$ cat src/rtl/fwd_pkg.sv
// fwd_pkg: shared tracker entry type, "no forward" select code and clog2 helper.
package fwd_pkg;
  localparam int SEL_NONE = 0;
  localparam int ENT_RD_W = 32;
  typedef struct packed {
    logic                valid;
    logic [ENT_RD_W-1:0] rd;
    logic                is_load;
  } fwd_ent_t;
  function automatic int clog2(input int v);
    int r;
    r = 0;
    while ((1 << r) < v) r++;
    return r;
  endfunction
endpackage

$ cat src/rtl/fwd_src_match.sv
// fwd_src_match: youngest-producer priority match of one source operand against the tracked stages.
module fwd_src_match
  import fwd_pkg::*;
#(
  parameter int REG_ADDR_W = 5,
  parameter int FWD_DEPTH  = 2,
  parameter int SEL_W      = 2
) (
  input  logic [REG_ADDR_W-1:0] addr_i,
  input  logic                  used_i,
  input  fwd_ent_t              ents_i [FWD_DEPTH],
  output logic [SEL_W-1:0]      sel_o,
  output logic                  stall_o
);
  logic [SEL_W-1:0] hit;
  logic             ld;
  // Scan oldest to youngest so the youngest match is the one left standing.
  always_comb begin
    hit = SEL_W'(SEL_NONE);
    ld  = 1'b0;
    for (int k = FWD_DEPTH; k >= 1; k--)
      if (used_i && addr_i != '0 && ents_i[k-1].valid && ents_i[k-1].rd == ENT_RD_W'(addr_i)) begin
        hit = SEL_W'(k);
        ld  = (k == 1) && ents_i[k-1].is_load;
      end
    sel_o   = ld ? SEL_W'(SEL_NONE) : hit;
    stall_o = ld;
  end
endmodule

$ cat src/rtl/fwd_scoreboard.sv
// fwd_scoreboard: tracks post-EX producers, resolves operand forwarding and load-use stalls.
// Optional FWD_SCOREBOARD_PERF_EN adds saturating forward/stall event counters.
module fwd_scoreboard
  import fwd_pkg::*;
#(
  parameter int NUM_SRC    = 2,
  parameter int REG_ADDR_W = 5,
  parameter int FWD_DEPTH  = 2,
  localparam int SEL_W     = clog2(FWD_DEPTH + 1)
) (
  input  logic                          clk,
  input  logic                          rst_n,
  input  logic [NUM_SRC*REG_ADDR_W-1:0] src_addr,
  input  logic [NUM_SRC-1:0]            src_used,
  input  logic [REG_ADDR_W-1:0]         iss_rd,
  input  logic                          iss_reg_write,
  input  logic                          iss_is_load,
  input  logic                          flush,
  input  logic                          pipe_hold,
  output logic [NUM_SRC*SEL_W-1:0]      fwd_sel,
  output logic                          load_stall
`ifdef FWD_SCOREBOARD_PERF_EN
  ,
  output logic [31:0]                   fwd_count,
  output logic [31:0]                   stall_count
`endif
);
  fwd_ent_t           ent_q [FWD_DEPTH];
  fwd_ent_t           ent_d [FWD_DEPTH];
  logic [NUM_SRC-1:0] stall_v;
  assign load_stall = |stall_v;
  always_comb begin
    ent_d = ent_q;
    if (!pipe_hold) begin
      for (int k = FWD_DEPTH - 1; k > 0; k--) ent_d[k] = ent_q[k-1];
      ent_d[0] = (flush || load_stall) ? fwd_ent_t'('0)
               : fwd_ent_t'{valid: iss_reg_write && iss_rd != '0, rd: ENT_RD_W'(iss_rd), is_load: iss_is_load};
    end
  end
  always_ff @(posedge clk)
    if (!rst_n) for (int k = 0; k < FWD_DEPTH; k++) ent_q[k] <= '0;
    else ent_q <= ent_d;
  for (genvar i = 0; i < NUM_SRC; i++) begin : g_src
    fwd_src_match #(
      .REG_ADDR_W(REG_ADDR_W),
      .FWD_DEPTH (FWD_DEPTH),
      .SEL_W     (SEL_W)
    ) u_match (
      .addr_i (src_addr[i*REG_ADDR_W +: REG_ADDR_W]),
      .used_i (src_used[i]),
      .ents_i (ent_q),
      .sel_o  (fwd_sel[i*SEL_W +: SEL_W]),
      .stall_o(stall_v[i])
    );
  end
`ifdef FWD_SCOREBOARD_PERF_EN
  logic [31:0] fwd_cnt_q, stall_cnt_q;
  always_ff @(posedge clk)
    if (!rst_n) begin
      fwd_cnt_q   <= '0;
      stall_cnt_q <= '0;
    end else if (!pipe_hold) begin
      if (|fwd_sel && ~&fwd_cnt_q) fwd_cnt_q <= fwd_cnt_q + 32'd1;
      if (load_stall && ~&stall_cnt_q) stall_cnt_q <= stall_cnt_q + 32'd1;
    end
  assign fwd_count   = fwd_cnt_q;
  assign stall_count = stall_cnt_q;
`endif
endmodule

$ cat config.mk
export PLATFORM = sky130hd
export DESIGN_NAME = fwd_scoreboard
export DESIGN_NICKNAME = d
export VERILOG_FILES = /design/src/rtl/fwd_pkg.sv /design/src/rtl/fwd_src_match.sv /design/src/rtl/fwd_scoreboard.sv
export SDC_FILE = /design/constraint.sdc
export NUM_CORES = 1
export LEC_CHECK = 0
export CORE_MARGIN = 2
export CORE_UTILIZATION = 46
export CTS_BUF_LIST = sky130_fd_sc_hd__clkbuf_2
export DETAILED_ROUTE_END_ITERATION = 8
export PLACE_DENSITY = 0.84
export SLEW_MARGIN = 20
export SYNTH_ARGS = -nofsm -noshare
export SYNTH_HDL_FRONTEND = slang
export SYNTH_SLANG_ARGS = --single-unit
$ cat constraint.sdc
create_clock -name clk -period 1.7 [get_ports clk]
set_input_delay 0.255 -clock clk [delete_from_list [all_inputs] [get_ports clk]]
set_output_delay 0.255 -clock clk [all_outputs]
set_load 0.02 [all_outputs]
==> implementation parameters <==
Parameter                              Value

Route
  Total length of routed wires ... 2370 um
  Number of design-rule violations left by the first detailed-router iteration ... 6
  Via-per-instance ratio ... about 5.2
  WL per Instance ... 15.0 um
  Total DRC errors in the routed layout ... 0
  Via count ... between 800 and 900
  Number of search-and-repair iterations in the first detailed-routing pass ... 4
  Remaining number of nets flagged by the antenna check after routing ... 0

Yosys
  Summed instance area of the synthesized netlist ... a little under 800 um2
  Fraction of synthesis flops using an asynchronous set or reset pin ... 0%
  Share of the synthesized area in the top cell type ... between 30% and 40%
  Instance count of the mapped netlist ... 90
  Area contributors post-synth ... sky130_fd_sc_hd__dfxtp_1 (33%), sky130_fd_sc_hd__xor2_1 (17%), sky130_fd_sc_hd__mux2i_1 (7.5%)
  Synth unique cells ... 24
  Most instantiated flip-flop cell in the synthesis netlist ... sky130_fd_sc_hd__dfxtp_1
  Post-synth net total ... roughly 110
  Number of enable flip-flop cells after synthesis ... 0
  Mean post-synth cell area ... roughly 8.8 um2
  Share of synthesized area occupied by flip-flops and latches ... about a third
  Top cell type by total area after synthesis ... sky130_fd_sc_hd__dfxtp_1
  Count of state elements after synthesis ... 13
  Warnings from Yosys ... 0
  Most numerous cell types in the synthesized netlist ... sky130_fd_sc_hd__nand2_1 (15), sky130_fd_sc_hd__xor2_1 (15), sky130_fd_sc_hd__dfxtp_1 (13)

Clock network
  Max clock buf depth ... 2
  Number of H-tree levels ... 1
  Clock-pin slew of the registers on the worst-case setup and hold paths ... ~0.14 ns
  Clk_lat worst skew ... about 0.28 ns
  Clock Tree Root ... sky130_fd_sc_hd__clkbuf_2
  Total CTS buffers ... 3
  TritonCTS clock tree ... yes
  Clock tree sinks ... 13
  Hold-fix buffer count after cts ... 0

Timing
  Crit path setup slack, layout ... -0.267 ns
  Share of the cycle needed by the critical path after routing ... 116%
  Final TNS setup ... -0.997 ns
  Fmax ... about 510 MHz
  Final hold vios ... 0
  Worst clock skew ... about 0.0064 ns
  Tightest Pin Transition ... about 0.29 ns
  Hold WS ... approximately 0.52 ns
  Setup-violating endpoint count in the final report ... 5
  Clock period minus worst slack ... 1.97 ns
  Headroom to the max-slew limit ... about four fifths
  Max-slew violations ... 0
  RSZ-0062 raised after global routing ... yes

Pwr
  Net switching fraction of the power ... between 20% and 30%
  Internal cell power ... between 0.0004 and 0.0005 W
  Switching pwr ... approximately 0.00019 W
  Share of total power in combinational logic ... a little over a quarter
  Maximum VDD drop ... slightly above 0.0004 V
  Clock share of power ... about 25%
  Flop pwr share ... ~48%
  Power per standard cell area ... 498 nW/um2
  Leakage power ... 0.614 nW

Floorplanning
  Die Span Y ... 45.6 um
  Std cell rows ... 15
  Effective utilization at floorplan ... 47.6%
  Boundary Pins ... 28
  Overall die area ... around 2100 um2
  Die span in x ... 45.6 um
  Core ar. ... between 1500 and 2000 um2

Worst setup path
  Worst-path fanout max ... 4
  Crit path capture type ... output port
  Signal arrival time at the worst endpoint ... 1.71 ns
  Critical path type ... reg -> out
  Launching element type of the critical path ... flip-flop
  Launching point of the worst reg2reg path ... ent_q[37]$_SDFFE_PN0N_
  Cell depth of the worst flop-to-flop path ... 7
  CP Launch Point ... ent_q[37]$_SDFFE_PN0N_
  Data required time at the worst endpoint ... between 1 and 1.5 ns

Final layout
  Register with the most flip-flops ... ent_q
  Utilization after layout ... 80.7%
  Final cell count without fillers ... roughly 160
  Antenna Cells ... 0
  Synth-to-layout area growth ... 69.5%
  Final net count ... 165
  Fraction of final layout cells with drive strength greater than 1 ... ~40%
  Flip-flop count of the largest register after layout ... 13
  Largest registers in the final layout ... ent_q: 13 flops
  Post-Layout Inst Area ... 1350 um2

Placed design
  Half-perimeter wire length after placement ... approximately 1700 um
  Number of port buffers ... 27
  Number of cells in the design after placement ... 150
  Routability Congestion ... between 0.7 and 0.8
  Post-detailed-placement cell area ... 1220 um2

GRT
  Initial antenna violation count ... 0
  Global Route Usage Sum ... between 20% and 30%
  Number of global-route vias before repair ... 765
  Maximum number of pins on one net before global-route repair ... 8
  Residual overflow from global routing ... 0
  Wire length of the first global-routing pass ... roughly 3200 um

Worst hold path
  Min-Delay Path Depth ... 3
  Hold Path Origin ... iss_rd[0]
  Worst min-delay path class ... in -> reg

Status
  Outcome ... complete, but fails checks
  Failing checks ... setup timing

Flow run
  Max-Cap Viols ... 0
[metrics by stage]
step	total power (W)	worst slack [ns]
3_5_place_dp	0.000487	-0.902
5_1_grt	0.000705	-0.376
3_3_place_gp	0.000482	-0.877
6_report	0.000671	-0.267
4_1_cts	0.000648	-0.288
2_1_floorplan	0.000386	0.00135
[per-layer routing]
metal	share of wire (%)	global-route usage [%]
met1	40	24.9
met2	52	38.9
met5	0	0
met3	4.3	5.56
met4	3.7	12.9
[final timing paths]
path	end	slack, ns
worst max-delay path	load_stall	-0.27
worst min-delay path	ent_q[35]$_SDFFE_PN0N_	0.52
worst max register to register	ent_q[38]$_SDFFE_PN0N_	0.07
worst min register to register	ent_q[34]$_SDFFE_PN0N_	0.52
[repair_timing]
item,in CTS,in global routing
resized for setup,43,19
pin swaps,8,9
setup buffers,2,3
endpoints found under the setup margin,12,12
[cells in the final DEF, fill, tap and decap left out, types with 4 or more instances in the layout]
master,netlist,layout
sky130_fd_sc_hd__dlygate4sd2_1,0,5
sky130_fd_sc_hd__mux2i_1,6,6
sky130_fd_sc_hd__buf_4,0,24
sky130_fd_sc_hd__clkdlybuf4s50_1,0,13
sky130_fd_sc_hd__o21ai_1,6,6
sky130_fd_sc_hd__xor2_1,15,12
sky130_fd_sc_hd__nand2_1,15,15
sky130_fd_sc_hd__dfxtp_1,13,8
sky130_fd_sc_hd__nor2b_1,6,6
sky130_fd_sc_hd__xnor2_1,5,5
sky130_fd_sc_hd__dfxtp_2,0,4
sky130_fd_sc_hd__clkbuf_2,0,7
[critical path, cell delays in order (launching register included)]
cell and delay, ns:
sky130_fd_sc_hd__dfxtp_4 0.40, sky130_fd_sc_hd__xor2_4 0.16, sky130_fd_sc_hd__nor4_4 0.32, sky130_fd_sc_hd__nand4b_4 0.14
sky130_fd_sc_hd__buf_6 0.15, sky130_fd_sc_hd__a21boi_4 0.13, sky130_fd_sc_hd__buf_6 0.13
[cell families (layout without fill, tap and decap cells)]
| group | after synthesis | count (layout) | share of synthesized area, % |
|---|---|---|---|
| compound gates | 10 | 10 | 9.28 |
| mux | 6 | 6 | 7.55 |
| buf+inv | 2 | 53 | 1.10 |
| xor+xnor | 20 | 20 | 22.0 |
| simple gates | 39 | 39 | 27.4 |
| flops | 13 | 13 | 32.7 |
[cell type report]
cell class / count / area, um2
tap: 17 / 21.3
multi-input combinational: 75 / 623
timing repair buffer: 49 / 415
fill: 114 / 322
clock buffer: 4 / 20.0
sequential: 13 / 269
[power groups by stage]
stage / logic [W] / registers [W] / clock network (W)
CTS: 0.000156 / 0.000322 / 0.000170
global placement: 0.000153 / 0.000330 / 0
floorplan: 0.0000558 / 0.000330 / 0
global route: 0.000190 / 0.000326 / 0.000189
detailed placement: 0.000157 / 0.000330 / 0
finish: 0.000178 / 0.000325 / 0.000169
Power figures use the tool's default switching activity.
